**config.mk**
```make
export PLATFORM = sky130hd
export DESIGN_NAME = div_unit
export DESIGN_NICKNAME = d
export VERILOG_FILES = /design/src/rtl/cpu_pkg.sv /design/src/rtl/div_step.sv /design/src/rtl/div_unit.sv
export SDC_FILE = /design/constraint.sdc
export NUM_CORES = 1
export LEC_CHECK = 0
export CAP_MARGIN = 10
export CORE_MARGIN = 8
export CORE_UTILIZATION = 48
export CTS_CLUSTER_DIAMETER = 40
export DETAILED_ROUTE_END_ITERATION = 8
export GPL_TIMING_DRIVEN = 0
export PLACE_DENSITY = 0.7
export SETUP_SLACK_MARGIN = 0.5
export SLEW_MARGIN = 10
export SYNTH_ARGS = -nofsm -noshare
export SYNTH_HDL_FRONTEND = slang
export SYNTH_SLANG_ARGS = --single-unit
export TNS_END_PERCENT = 20
```
**constraint.sdc**
```tcl
create_clock -name clock -period 5.7 [get_ports clock]
set_clock_uncertainty 0.15 [all_clocks]
set_input_delay 0.57 -clock clock [delete_from_list [all_inputs] [get_ports clock]]
set_output_delay 0.57 -clock clock [all_outputs]
set_load 0.02 [all_outputs]
```
**src/rtl/cpu_pkg.sv**
```systemverilog
// Types and constants shared by the multi-cycle datapath arithmetic blocks
// (divider, multiplier).
package cpu_pkg;

  localparam int WORD_W    = 32;
  localparam int DIV_STEPS = WORD_W;

  typedef logic [WORD_W-1:0] word_t;

  typedef enum logic [1:0] {
    IDLE,
    RUN,
    FIX,
    DONE
  } div_state_t;

endpackage

```
**src/rtl/div_step.sv**
```systemverilog
// One restoring-division iteration on unsigned magnitudes.
// It shifts {rem, quot} left by one, trial-subtracts the divisor, and restores on borrow.
module div_step #(
  parameter int WIDTH = 32
) (
  input  logic [WIDTH-1:0] rem,
  input  logic [WIDTH-1:0] quot,
  input  logic [WIDTH-1:0] divisor,
  output logic [WIDTH-1:0] rem_next,
  output logic [WIDTH-1:0] quot_next
);

  logic [WIDTH-1:0] shifted;
  logic             carry_out;
  logic [WIDTH:0]   trial;
  logic             borrow;

  // The bit shifted out of rem takes part in the subtract, so the borrow stays exact.
  assign shifted   = {rem[WIDTH-2:0], quot[WIDTH-1]};
  assign carry_out = rem[WIDTH-1];
  assign trial     = {carry_out, shifted} - {1'b0, divisor};
  assign borrow    = trial[WIDTH];

  assign rem_next  = borrow ? shifted : trial[WIDTH-1:0];
  assign quot_next = {quot[WIDTH-2:0], ~borrow};

endmodule

```
**src/rtl/div_unit.sv**
```systemverilog
// Iterative signed divider serving the MIPS div instruction. Quotient goes to lo, remainder to hi.
// A zero divisor skips the iteration and raises div_zero alongside done.
module div_unit
  import cpu_pkg::*;
#(
  parameter int WIDTH = DIV_STEPS
) (
  input  logic             clock,
  input  logic             reset,
  input  logic             start,
  input  logic [WIDTH-1:0] a,
  input  logic [WIDTH-1:0] b,
  output logic             busy,
  output logic             done,
  output logic             div_zero,
  output logic [WIDTH-1:0] hi,
  output logic [WIDTH-1:0] lo
);

  localparam int CW = $clog2(WIDTH + 1);

  div_state_t       state, state_n;
  logic [CW-1:0]    count, count_n;
  logic [WIDTH-1:0] rem, rem_n;
  logic [WIDTH-1:0] quot, quot_n;
  logic [WIDTH-1:0] mag_b, mag_b_n;
  logic             neg_q, neg_q_n;
  logic             neg_r, neg_r_n;
  logic [WIDTH-1:0] hi_n, lo_n;
  logic             busy_n, done_n, div_zero_n;

  logic [WIDTH-1:0] step_rem, step_quot;
  logic [WIDTH-1:0] mag_a_in, mag_b_in;

  div_step #(.WIDTH(WIDTH)) u_step (
    .rem      (rem),
    .quot     (quot),
    .divisor  (mag_b),
    .rem_next (step_rem),
    .quot_next(step_quot)
  );

  // The most negative dividend has a magnitude that is still valid as an unsigned value.
  assign mag_a_in = a[WIDTH-1] ? (WIDTH'(0) - a) : a;
  assign mag_b_in = b[WIDTH-1] ? (WIDTH'(0) - b) : b;

  always_ff @(posedge clock) begin
    if (!reset) begin
      state    <= IDLE;
      count    <= '0;
      rem      <= '0;
      quot     <= '0;
      mag_b    <= '0;
      neg_q    <= 1'b0;
      neg_r    <= 1'b0;
      hi       <= '0;
      lo       <= '0;
      busy     <= 1'b0;
      done     <= 1'b0;
      div_zero <= 1'b0;
    end else begin
      state    <= state_n;
      count    <= count_n;
      rem      <= rem_n;
      quot     <= quot_n;
      mag_b    <= mag_b_n;
      neg_q    <= neg_q_n;
      neg_r    <= neg_r_n;
      hi       <= hi_n;
      lo       <= lo_n;
      busy     <= busy_n;
      done     <= done_n;
      div_zero <= div_zero_n;
    end
  end

  // Outputs are computed here one cycle ahead and registered above. busy covers the DONE cycle too.
  always_comb begin
    state_n    = state;
    count_n    = count;
    rem_n      = rem;
    quot_n     = quot;
    mag_b_n    = mag_b;
    neg_q_n    = neg_q;
    neg_r_n    = neg_r;
    hi_n       = hi;
    lo_n       = lo;
    busy_n     = busy;
    done_n     = 1'b0;
    div_zero_n = 1'b0;

    unique case (state)
      IDLE: begin
        if (start) begin
          if (b == '0) begin
            done_n     = 1'b1;
            div_zero_n = 1'b1;
            state_n    = DONE;
          end else begin
            rem_n   = '0;
            quot_n  = mag_a_in;
            mag_b_n = mag_b_in;
            neg_q_n = a[WIDTH-1] ^ b[WIDTH-1];
            neg_r_n = a[WIDTH-1];
            count_n = '0;
            busy_n  = 1'b1;
            state_n = RUN;
          end
        end
      end

      RUN: begin
        rem_n   = step_rem;
        quot_n  = step_quot;
        count_n = count + CW'(1);
        if (count == CW'(WIDTH - 1)) begin
          state_n = FIX;
        end
      end

      FIX: begin
        lo_n    = neg_q ? (WIDTH'(0) - quot) : quot;
        hi_n    = neg_r ? (WIDTH'(0) - rem) : rem;
        done_n  = 1'b1;
        state_n = DONE;
      end

      DONE: begin
        busy_n  = 1'b0;
        state_n = IDLE;
      end

      default: state_n = IDLE;
    endcase
  end

endmodule
```
=== After elaboration in Yosys (flattened, before gate mapping) ===
Cells that the tools add are included.

* Register bits: 173
* Input bits: 67
* Output and inout bits: 67
* Logic and storage cells: 61

* Add/subtract/negate cells: 6
* Equality and inequality tests: 7
* Mux-type cells: 24
* Bitwise gates (word level): 3
* Reduce and logical (&&, ||, !) cells: 9

{| class="wikitable"
|+ Operator list
! operator !! count
|-
| 32-bit 2-to-1 mux || 9
|-
| 32-bit one-hot mux with 2 select lines || 2
|-
| 1-bit by 32-bit subtractor with 32-bit output, first input constant || 4
|-
| 33-bit by 32-bit subtractor with 33-bit output || 1
|-
| 32-bit zero test || 1
|-
| 6-bit 2-to-1 mux || 2
|-
| 6-bit one-hot mux with 2 select lines || 1
|-
| 3-bit AND reduction || 3
|-
| 2-bit one-hot mux with 4 select lines || 1
|-
| 6-bit by 1-bit adder with 6-bit output, second input constant || 1
|-
| 6-bit by 5-bit equality test with 1-bit output, second input constant || 1
|-
| 2-bit 2-to-1 mux || 3
|-
| 2-bit inequality test, second input constant || 3
|-
| 2-bit equality test, second input constant || 2
|-
| 1-bit 2-to-1 mux || 4
|-
| 1-bit one-hot mux with 2 select lines || 2
|-
| 2-bit AND reduction || 2
|-
| 2-bit nonzero test || 2
|-
| 2-bit by 1-bit equality test with 1-bit output, second input constant || 1
|-
| 2-bit zero test || 1
|-
| 1-bit NOT || 2
|-
| 1-bit bitwise XOR || 1
|}

=== Depth between registers and ports, before layout ===
Gate-level depths: netlist of the first run.

* Depth in word-level cells: 5
* Depth in mapped cells: 14
* Gate-level depth less buffers: 11

=== Cells and area by module ===
A second synthesis of the first run with hierarchy kept.

* Cell total of the unflattened synthesis: 1406
* Area, all modules: 11461.0 um^2

{| class="wikitable"
|+ By module, submodules not included
! module !! instances !! cells an instance !! area each (um^2) !! sequential area each (um^2)
|-
| div_unit || 1 || 1064 || 8972.4 || 3463.3
|-
| div_step || 1 || 342 || 2488.6 || 0.0
|}

=== Worst setup path after synthesis of the first run ===
Ideal clock, no wire load.

* Path type: input -> register
* From: in b[25]
* To: reg rem[26]
* Setup time: 116 ps
* Arrival: 3116 ps
* Required time: 5434 ps
* Path slack: 2319 ps
* Stages on the path: 9
* Buffers on the path: 1
* Cells stage by stage: or4_4 -> or4_4 -> or4_4 -> a21bo_1 -> and3_4 -> buf_6 -> and2_0 -> a32o_1 -> a31o_1

* Word-level cells in the longest chain between the ends: 3

{| class="wikitable"
|+ RTL lines
! what !! RTL line !! RTL
|-
| from (decl) || div_unit.sv:12 || <nowiki>input logic [WIDTH-1:0] b,</nowiki>
|-
| 32-bit zero test || div_unit.sv:95 || <nowiki>if (b == '0) begin</nowiki>
|-
| 2-bit inequality test (no source line) || -- ||
|-
| 3-bit AND reduction (no source line) || -- ||
|-
| to (signal assigned) || div_unit.sv:64 || <nowiki>rem <= rem_n;</nowiki>
|-
| to (decl) || div_unit.sv:24 || <nowiki>logic [WIDTH-1:0] rem, rem_n;</nowiki>
|}

Every way passes these cells.
A chain may end at the register's enable or synchronous reset.

=== Final worst setup path of the first run ===
* From: reg quot[31]
* To: reg rem[23]

* Word-level cells in the longest chain between the ends: 3

{| class="wikitable"
|+ RTL lines
! what !! RTL line !! RTL
|-
| from (decl) || div_unit.sv:25 || <nowiki>logic [WIDTH-1:0] quot, quot_n;</nowiki>
|-
| from (signal assigned) || div_unit.sv:65 || <nowiki>quot <= quot_n;</nowiki>
|-
| 33-bit by 32-bit subtractor with 33-bit output || div_step.sv:21 || <nowiki>assign trial = {carry_out, shifted} - {1'b0, divisor};</nowiki>
|-
| 32-bit 2-to-1 mux || div_step.sv:24 || <nowiki>assign rem_next = borrow ? shifted : trial[WIDTH-1:0];</nowiki>
|-
| 32-bit one-hot mux with 2 select lines || div_unit.sv:92 || <nowiki>unique case (state)</nowiki>
|}

Every way passes these cells.

==> impl_metrics.toml, run 1 <==
[outcome]
status = "finished clean"

[logic_synthesis]
ys_seq_area_frac = 0.304
synthFlopType = "dfxtp_1"
synthCells = 1426
ys_ff_latch = 173
synth_edf_count = 0
synthArstFlopShare = 0
synth_area_per_cell_um2 = 7.98
syn_nets = 1535
yosys_warnings = 0
netlist_area_mm2 = 0.0114
synthDistinctLibCells = 65

[timing]
fmax_mhz = 241
hold_viol = 0
slew_headroom = 0.455
fin_crit_ns = 4.15
finalCritPeriodShare = 0.729
setup_viol = 0
finalSetupTns_ns = 0
worstMarginPinSlew_ns = 0.817
finalMaxSlewViolations = 0
rsz0062_at_grt = "no"

[power_and_ir_drop]
cellPowerDensity_mw_per_mm2 = 401
vdd_drop_max_mv = 0.160
total_leakage_power_nw = 5.99
p_total_mw = 5.50

[final_layout]
mostFrequentLayoutCells = "nand2_1 (240), dfxtp_1 (173), clkdlybuf4s50_1 (132), xor2_1 (112), o211a_1 (92)"
diodes = 0
fin_nets = 1686
syn2layout_area_growth_pct = 20.4
layout-drive-gt1-share = 0.0384
layout_commonest_cell = "nand2_1"

[worst_setup_path]
cpPeakStageDelay_ns = 0.48
path_max_fanout = 10
r2r_setup_slack_ns = 1.55
end_kind = "flip-flop"
critPathLaunchType = "flip-flop"
crit_start = "quot[31]"
crit_chain = "inv_1 > ha_1 > fa_1 > nor2b_1 > o31ai_1 > a31oi_1 > o31ai_1 > o31ai_1 > a21o_1 > clkbuf_1 > clkbuf_1 > nand3_1 > o211ai_1"
r2r_start = "quot[31]"
worst_r2r_endpoint = "rem[23]"
cpMaxStageDelayCell = "clkbuf_1"
crit_type = "flip-flop to flip-flop"
reg2reg_depth = 13
cp_common_cell = "o31ai_1"
required_ns = 5.89
worstPathArrival_ns = 4.35

[die]
fp.coreArea_mm2 = 0.0234
die_w_um = 170
die_area_mm2 = 0.0289
ios = 134
start_util = 0.486
row_count = 56
die_h_um = 170

[route]
ant_nets = 0
via_count = 11000
via_per_inst = 5.77
drc = 0
totalWireLength_mm = 34.5
wl_per_cell_um = 18.1
first_iter_violations = 1126
dr.pass1.iters = 6

[global_routing]
grt_max_degree = 17
antenna_found_initial = 0
overflow = 0
grt_pass1_wl_mm = 55.0
grt_usage = 0.236
grt-busiest-layer = "met2"
grtUsageMet3 = 0.0359
grt_pass1_vias = 10300
met2_usage = 0.357
use_met1 = 0.345

[clock_tree]
cts.sinks = 173
cts_made_buffers = 17
cts_tree = "done"
post-cts-setup-buffers = 0
cts_buffer_depth = 2
root_buffer = "clkbuf_16"
h-tree-depth = 4
cts-resized-gates = 0
cts_hold_buf = 0
clk_latency_ns = 0.43
clk_pin_slew_worst_paths_ns = 0.07

[min_path]
holdCritStartpoint = "hi[8]"
hold_depth = 1
whs_endpoint = "hi[8]"
hold_path_class = "flip-flop to flip-flop"

[job]
max-cap-violations = 0

[placed_design]
gp_congestion = 0.915
dp_hpwl_mm = 27.5
portBuffers = 132
==> sequential cells by signal, summed over array words and instances, names as in the netlist <==
signal,cells
hi,32
lo,32
mag_b,32
quot,32
rem,32
count,6
state,2
busy,1
div_zero,1
done,1
neg_q,1
neg_r,1
==> cells in the mapped netlist (3+ instances only) <==
cell type  instances  area share
nor3_1            17      0.0075
a211oi_1           7      0.0046
or4_4              7      0.0069
or2_2              6      0.0033
a221o_1           10      0.0088
clkbuf_1          81       0.027
xnor2_1           31       0.024
dfxtp_1          173        0.30
nand3b_1           5      0.0033
inv_1             54       0.018
o21a_1            11      0.0073
ha_1              41       0.045
buf_2             12      0.0053
a21boi_0          21       0.014
o21ai_0           82       0.036
o211a_1           92       0.081
nand2b_1           9      0.0049
o211ai_1          16       0.011
nand3_1           47       0.021
nand4_1           30       0.016
nor2_1            51       0.017
a21oi_1           58       0.026
a31oi_1            4      0.0022
o31ai_1           41       0.027
a32o_1             3      0.0026
xor2_1           112       0.086
nor2b_1           15      0.0082
or3_1             12      0.0066
o41ai_1           26       0.020
nor4_1            16      0.0088
a21o_1            11      0.0073
and2_1            11      0.0060
nand2_1          240       0.079
or4_1              8      0.0053
buf_1              5      0.0016
mux2i_1           15       0.013
and3_1             8      0.0044
==> worst max-delay path, delay by kind of cell, from the launching register on <==
family,cells,cell delay (ns)
simple gates,2,0.51
fa+ha+maj,2,0.61
buf+inv,3,0.90
flops,1,0.33
compound gates,6,1.59
==> power breakdown <==
| part | internal [mW] | leakage [nW] | switching (mW) |
|---|---|---|---|
| logic | 1.03 | 4.29 | 1.52 |
| registers | 1.49 | 1.41 | 0.263 |
| clock network | 0.670 | 0.289 | 0.517 |
| total | 3.20 | 5.99 | 2.30 |
==> layer usage <==
layer  share of wire  vias to the layer above
li1                -                     5470
met1            0.49                     5179
met2            0.42                      341
met3           0.077                       30
met4           0.011                        0
met5               0                        -
==> per-stage QoR <==
| stage | utilization | hold slack, ns | worst slack, ns | std cells | cell area, µm² |
|---|---|---|---|---|---|
| after CTS | 0.585 | 0.333 | 1.64 | 1909 | 13700 |
| after detailed placement | 0.560 | 0.316 | 1.50 | 1877 | 13100 |
| final | 0.585 | 0.329 | 1.55 | 1909 | 13700 |
| after floorplan | - | 0.297 | 2.32 | 1426 | 11400 |
| after global routing | 0.585 | 0.344 | 1.30 | 1909 | 13700 |
| after global placement | 0.560 | 0.309 | 1.54 | 1877 | 13100 |
==> area by class of cell <==
| cell class | instances | area (µm²) |
|---|---|---|
| inverter | 54 | 203 |
| buffer | 99 | 394 |
| timing repair buffer | 132 | 1320 |
| tap | 319 | 399 |
| clock buffer | 20 | 447 |
| clock inverter | 12 | 154 |
| sequential | 173 | 3460 |
| fill | 2227 | 9700 |
| multi-input combinational | 1100 | 7320 |
==> cell families after synthesis <==
kind of cell,count (synthesis),synth area share
mux,15,0.0132
xor+xnor,143,0.110
fa+ha+maj,42,0.0468
simple gates,490,0.205
buf+inv,153,0.0524
compound gates,410,0.268
flops,173,0.304
==> worst max path at each step <==
stage / endpoint / slack [ns]
4_1_cts: rem[23] / 1.64
6_report: rem[23] / 1.55
3_5_place_dp: rem[23] / 1.50
2_1_floorplan: rem[26] / 2.32
3_3_place_gp: rem[28] / 1.54
5_1_grt: rem[23] / 1.30
No activity file was read; power rests on OpenSTA's default activity.
==> run 2: changes to the inputs <==
==> constraint.sdc (replaced) <==
create_clock -name clock -period 3.9 [get_ports clock]
set_clock_uncertainty 0.15 [all_clocks]
set_input_delay 0.39 -clock clock [delete_from_list [all_inputs] [get_ports clock]]
set_output_delay 0.39 -clock clock [all_outputs]
set_load 0.02 [all_outputs]
==> run 2 against run 1 <==
Compared with the run above:
- clock-buffer cell count did not move
- critical path type is now input pin to flip-flop
- critical endpoint is now quot[27]
- sequential share of layout area fell by 0.34 points
- non-clock buffer count grew 5
- worst hold slack got worse by 0.014 ns
- first-iteration DRC count decreased by 1.3%
- design area is 1.5% higher
- combinational power rose by 50%
- core utilization increased by 0.89 points
==> impl_metrics.toml, run 2 (synthesis results as in run 1) <==
[power_and_ir_drop]
p_clk_frac = 0.213
p_comb_frac = 0.471
total_leakage_power_nw = 6.09
p_seq_frac = 0.316
cellPowerDensity_mw_per_mm2 = 585
switching_power_mw = 3.41
swShare = 0.419
vdd_drop_max_mv = 0.235
p_total_mw = 8.14
intPower_mw = 4.73

[placed_design]
portBuffers = 132
dpl_cell_area_mm2 = 0.0131
place_ws_ns = -0.135
dp_cells = 1877
gp_congestion = 0.915
dp_hpwl_mm = 27.5

[die]
fp.coreArea_mm2 = 0.0234
die_area_mm2 = 0.0289
ios = 134
die_w_um = 170
die_h_um = 170
row_count = 56
start_util = 0.486

[global_routing]
grt_usage = 0.237
overflow = 0
antenna_found_initial = 0
grt_pass1_wl_mm = 55.1
grt_max_degree = 17
grt_pass1_vias = 10300

[worst_setup_path]
path_max_fanout = 5
crit_type = "input pin to flip-flop"
critPathLaunchType = "input pin"
worstPathArrival_ns = 3.56
end_kind = "flip-flop"
required_ns = 4.10

[clock_tree]
clk_latency_ns = 0.43
clk_pin_slew_worst_paths_ns = 0.07
h-tree-depth = 4
cts_tree = "done"
cts_made_buffers = 17
root_buffer = "clkbuf_16"
cts.sinks = 173
cts_buffer_depth = 2
cts_hold_buf = 0

[timing]
hold_viol = 0
finalCritPeriodShare = 0.860
worst_slack_ns = 0.547
slew_headroom = 0.466
fin_crit_ns = 3.35
rsz0062_at_grt = "yes"
worstMarginPinSlew_ns = 0.801
finalMaxSlewViolations = 0
fmax_mhz = 298
setup_viol = 0

[route]
via_per_inst = 5.82
drc = 0
wl_per_cell_um = 18.3
dr.pass1.iters = 6
first_iter_violations = 1111
via_count = 11100
totalWireLength_mm = 34.9
ant_nets = 0

[outcome]
status = "finished clean"

[min_path]
hold_path_class = "input pin to flip-flop"

[final_layout]
diodes = 0
syn2layout_area_growth_pct = 22.2
mostFrequentLayoutCells = "nand2_1 (240), dfxtp_1 (169), clkdlybuf4s50_1 (130), xor2_1 (112), o211a_1 (92)"
fin_nets = 1691
multi_input_area_mm2 = 0.00744
nFillCells = 2203
stdcell_count = 1914
layout-drive-gt1-share = 0.0627
seqCellArea_mm2 = 0.00347
fin_util = 0.594
final_area_mm2 = 0.0139
layout_commonest_cell = "nand2_1"

[job]
max-cap-violations = 0
[run 2: cell count changes in the layout (fill, tap and decap cells not counted), sizes merged]
cell,previous run,this run
dlygate4sd2,0,1
dlymetal6s2s,0,1
buf,18,24
clkbuf,101,100
clkdlybuf4s50,132,130
[run 2: final timing paths]
path                            cells past startpoint         to  slack [ns]     start
worst max-delay path                                9   quot[27]        0.55     a[14]
worst min-delay path                                4  mag_b[25]        0.31     b[25]
worst max register to register                     13    rem[15]        0.62  quot[31]
worst min register to register                      1      hi[8]        0.33     hi[8]
[run 2: layer usage]
metal	GRT usage	vias up	share of wire
li1	-	5484	-
met1	0.345	5244	0.49
met2	0.357	391	0.42
met3	0.0394	30	0.081
met4	0.0561	0	0.011
met5	0	-	0
[run 2: repair_timing]
action | CTS | global route
setup endpoints to repair | 42 | 74
pin swaps | 3 | 4
buffers inserted | 3 | 2
gates resized for setup | 30 | 31
[run 2: per-stage QoR]
stage | hold slack, ns | setup TNS [ns]
5_1_grt | 0.338 | 0
3_3_place_gp | 0.309 | -1.90
4_1_cts | 0.333 | 0
3_5_place_dp | 0.316 | -2.77
2_1_floorplan | 0.297 | 0
6_report | 0.314 | 0
[run 2: worst max-delay path: stages]
cell	delay, ns
clkdlybuf4s50_1	0.51
or4_4	0.53
or3_4	0.36
or4_4	0.43
or4_4	0.52
o41ai_1	0.35
xnor2_1	0.22
mux2i_1	0.11
o21ai_0	0.14
[run 2: layout make-up]
| type | count | area share |
|---|---|---|
| multi-input combinational | 1100 | 0.535 |
| sequential | 173 | 0.249 |
| timing repair buffer | 137 | 0.0978 |
| clock buffer | 20 | 0.0321 |
| buffer | 99 | 0.0314 |
| tap | 319 | 0.0287 |
| inverter | 54 | 0.0146 |
| clock inverter | 12 | 0.0111 |
[run 2: power by group through the flow]
| stage | clock [mW] | combinational (mW) | sequential [mW] |
|---|---|---|---|
| after global routing | 1.83 | 4.20 | 2.62 |
| final | 1.73 | 3.83 | 2.57 |
| after floorplan | 0 | 2.25 | 2.72 |
| after global placement | 0 | 3.65 | 2.57 |
| after detailed placement | 0 | 3.68 | 2.59 |
| after CTS | 1.76 | 3.75 | 2.55 |
==> run 3: changes to the inputs <==
--- a/config.mk
+++ b/config.mk
@@ -6,7 +6,7 @@
 export NUM_CORES = 1
 export LEC_CHECK = 0
 export CAP_MARGIN = 10
-export CORE_MARGIN = 8
+export CORE_MARGIN = 5
 export CORE_UTILIZATION = 48
 export CTS_CLUSTER_DIAMETER = 40
 export DETAILED_ROUTE_END_ITERATION = 8
==> run 3 against run 2 <==
Compared with the run above:
- sequential power about the same
- sequential cell count unchanged
- total power decreased by 1.3%
- global-route usage increased by 1.2 points
- core utilization decreased by 0.19 points
- design area decreased by 0.32%
- maximum frequency increased by 1.1%
- register-to-register slack got worse by 0.04 ns
- critical endpoint is now rem[15]
==> impl_metrics.toml, run 3 (synthesis results as in run 1) <==
[outcome]
status = "finished clean"

[worst_setup_path]
worstPathArrival_ns = 3.54
critPathLaunchType = "flip-flop"
crit_type = "flip-flop to flip-flop"
required_ns = 4.12
path_max_fanout = 10
crit_chain = "inv_1 > ha_1 > fa_2 > nor2b_2 > o31ai_4 > a31oi_4 > o31a_1 > a21boi_2 > or3_1 > clkbuf_2 > buf_4 > a2111o_1 > nand3_1"
worst_r2r_endpoint = "rem[15]"
r2r_start = "quot[31]"
cpMaxStageDelayCell = "a2111o_1"
crit_start = "quot[31]"
r2r_setup_slack_ns = 0.58
cpPeakStageDelay_ns = 0.46
reg2reg_depth = 13
endpoint = "rem[15]"
end_kind = "flip-flop"

[route]
via_per_inst = 5.79
wl_per_cell_um = 17.8
first_iter_violations = 1019
dr.pass1.iters = 5
totalWireLength_mm = 34.0
drc = 0
ant_nets = 0
via_count = 11100

[final_layout]
fin_util = 0.592
layout-drive-gt1-share = 0.0627
mostFrequentLayoutCells = "nand2_1 (240), dfxtp_1 (168), clkdlybuf4s50_1 (130), xor2_1 (112), o211a_1 (92)"
fin_nets = 1690
stdcell_count = 1913
layout_commonest_cell = "nand2_1"
nFillCells = 2189
diodes = 0
syn2layout_area_growth_pct = 21.8

[global_routing]
antenna_found_initial = 0
grt_pass1_wl_mm = 53.8
overflow = 0
grt_usage = 0.248
grt_max_degree = 17
grt_pass1_vias = 10200

[die]
fp.coreArea_mm2 = 0.0234
die_w_um = 164
ios = 134
row_count = 56
die_h_um = 164
start_util = 0.486
die_area_mm2 = 0.0269

[clock_tree]
cts.sinks = 173
cts_tree = "done"
root_buffer = "clkbuf_16"
cts_made_buffers = 17
clk_latency_ns = 0.43
cts_buffer_depth = 2
clk_pin_slew_worst_paths_ns = 0.07
h-tree-depth = 4

[power_and_ir_drop]
vdd_drop_max_mv = 0.259
cellPowerDensity_mw_per_mm2 = 579
total_leakage_power_nw = 6.07
p_total_mw = 8.03

[timing]
worstMarginPinSlew_ns = 0.798
whs_ns = 0.305
slew_headroom = 0.468
fmax_mhz = 301
fin_crit_ns = 3.32
setup_viol = 0
hold_viol = 0
finalMaxSlewViolations = 0
rsz0062_at_grt = "yes"
finalCritPeriodShare = 0.851

[job]
max-cap-violations = 0

[placed_design]
dp_cells = 1877
gp_congestion = 0.957
dp_hpwl_mm = 26.6
portBuffers = 132

[min_path]
hold_path_class = "input pin to flip-flop"
run 3: changes by cell type in the layout (fill, tap and decap cells not counted), sizes merged:
cell,previous run,this run
clkbuf,100,99
bufinv,2,1
inv,58,59
run 3: worst max-delay path, delay by kind of cell (launching register included):
family | cells | cell delay, ns
AOI/OAI and AO/OA | 5 | 1.09
and+or+nand+nor | 3 | 0.64
adders and majority gates | 2 | 0.59
buffers and inverters | 3 | 0.47
DFF | 1 | 0.33
run 3: routing by layer:
metal  wire length, µm  share of wire  vias up  track usage
li1                  -              -     5488            -
met1             16400           0.48     5162        0.371
met2             14400           0.42      400        0.376
met3              2820          0.083       29       0.0467
met4               342          0.010        0       0.0461
met5                 0              0        -            0
run 3: cell type report:
class | count | area (µm²) | area share
multi-input combinational | 1100 | 7440 | 0.537
sequential | 173 | 3470 | 0.250
timing repair buffer | 136 | 1350 | 0.0976
clock buffer | 20 | 457 | 0.0329
buffer | 99 | 434 | 0.0313
tap | 319 | 399 | 0.0288
inverter | 54 | 203 | 0.0146
clock inverter | 12 | 106 | 0.00767
run 3: repair_timing:
action / 4_1_cts / 5_1_grt
pin swaps: 2 / 4
endpoints found under the setup margin: 44 / 51
gates resized for setup: 28 / 33
buffers inserted: 3 / 1
hold buffers: 0 / 0
run 3: how the worst min path moves through the flow:
stage                         from        end  slack [ns]  cells after the start
final                        b[25]  mag_b[25]        0.30                      4
after global routing         b[25]  mag_b[25]        0.34                      4
after CTS                    lo[4]      lo[4]        0.33                      1
after detailed placement     lo[4]      lo[4]        0.32                      1
after global placement      hi[24]     hi[24]        0.31                      1
after floorplan           mag_b[0]   mag_b[0]        0.30                      2
run 3: metrics by stage:
stage | cell area [µm²] | setup slack (ns) | setup TNS (ns)
floorplan | 11400 | 0.695 | 0
global placement | 13100 | -0.140 | -3.13
detailed placement | 13100 | -0.169 | -3.88
CTS | 13800 | 0.477 | 0
global route | 13900 | 0.473 | 0
finish | 13900 | 0.583 | 0
run 3: report_power, final:
| group | internal [mW] | total (mW) | switching, mW | leakage, nW |
|---|---|---|---|---|
| clock network | 0.919 | 1.66 | 0.745 | 0.282 |
| logic | 1.57 | 3.81 | 2.24 | 4.37 |
| registers | 2.18 | 2.56 | 0.374 | 1.42 |
| total | 4.67 | 8.03 | 3.36 | 6.07 |
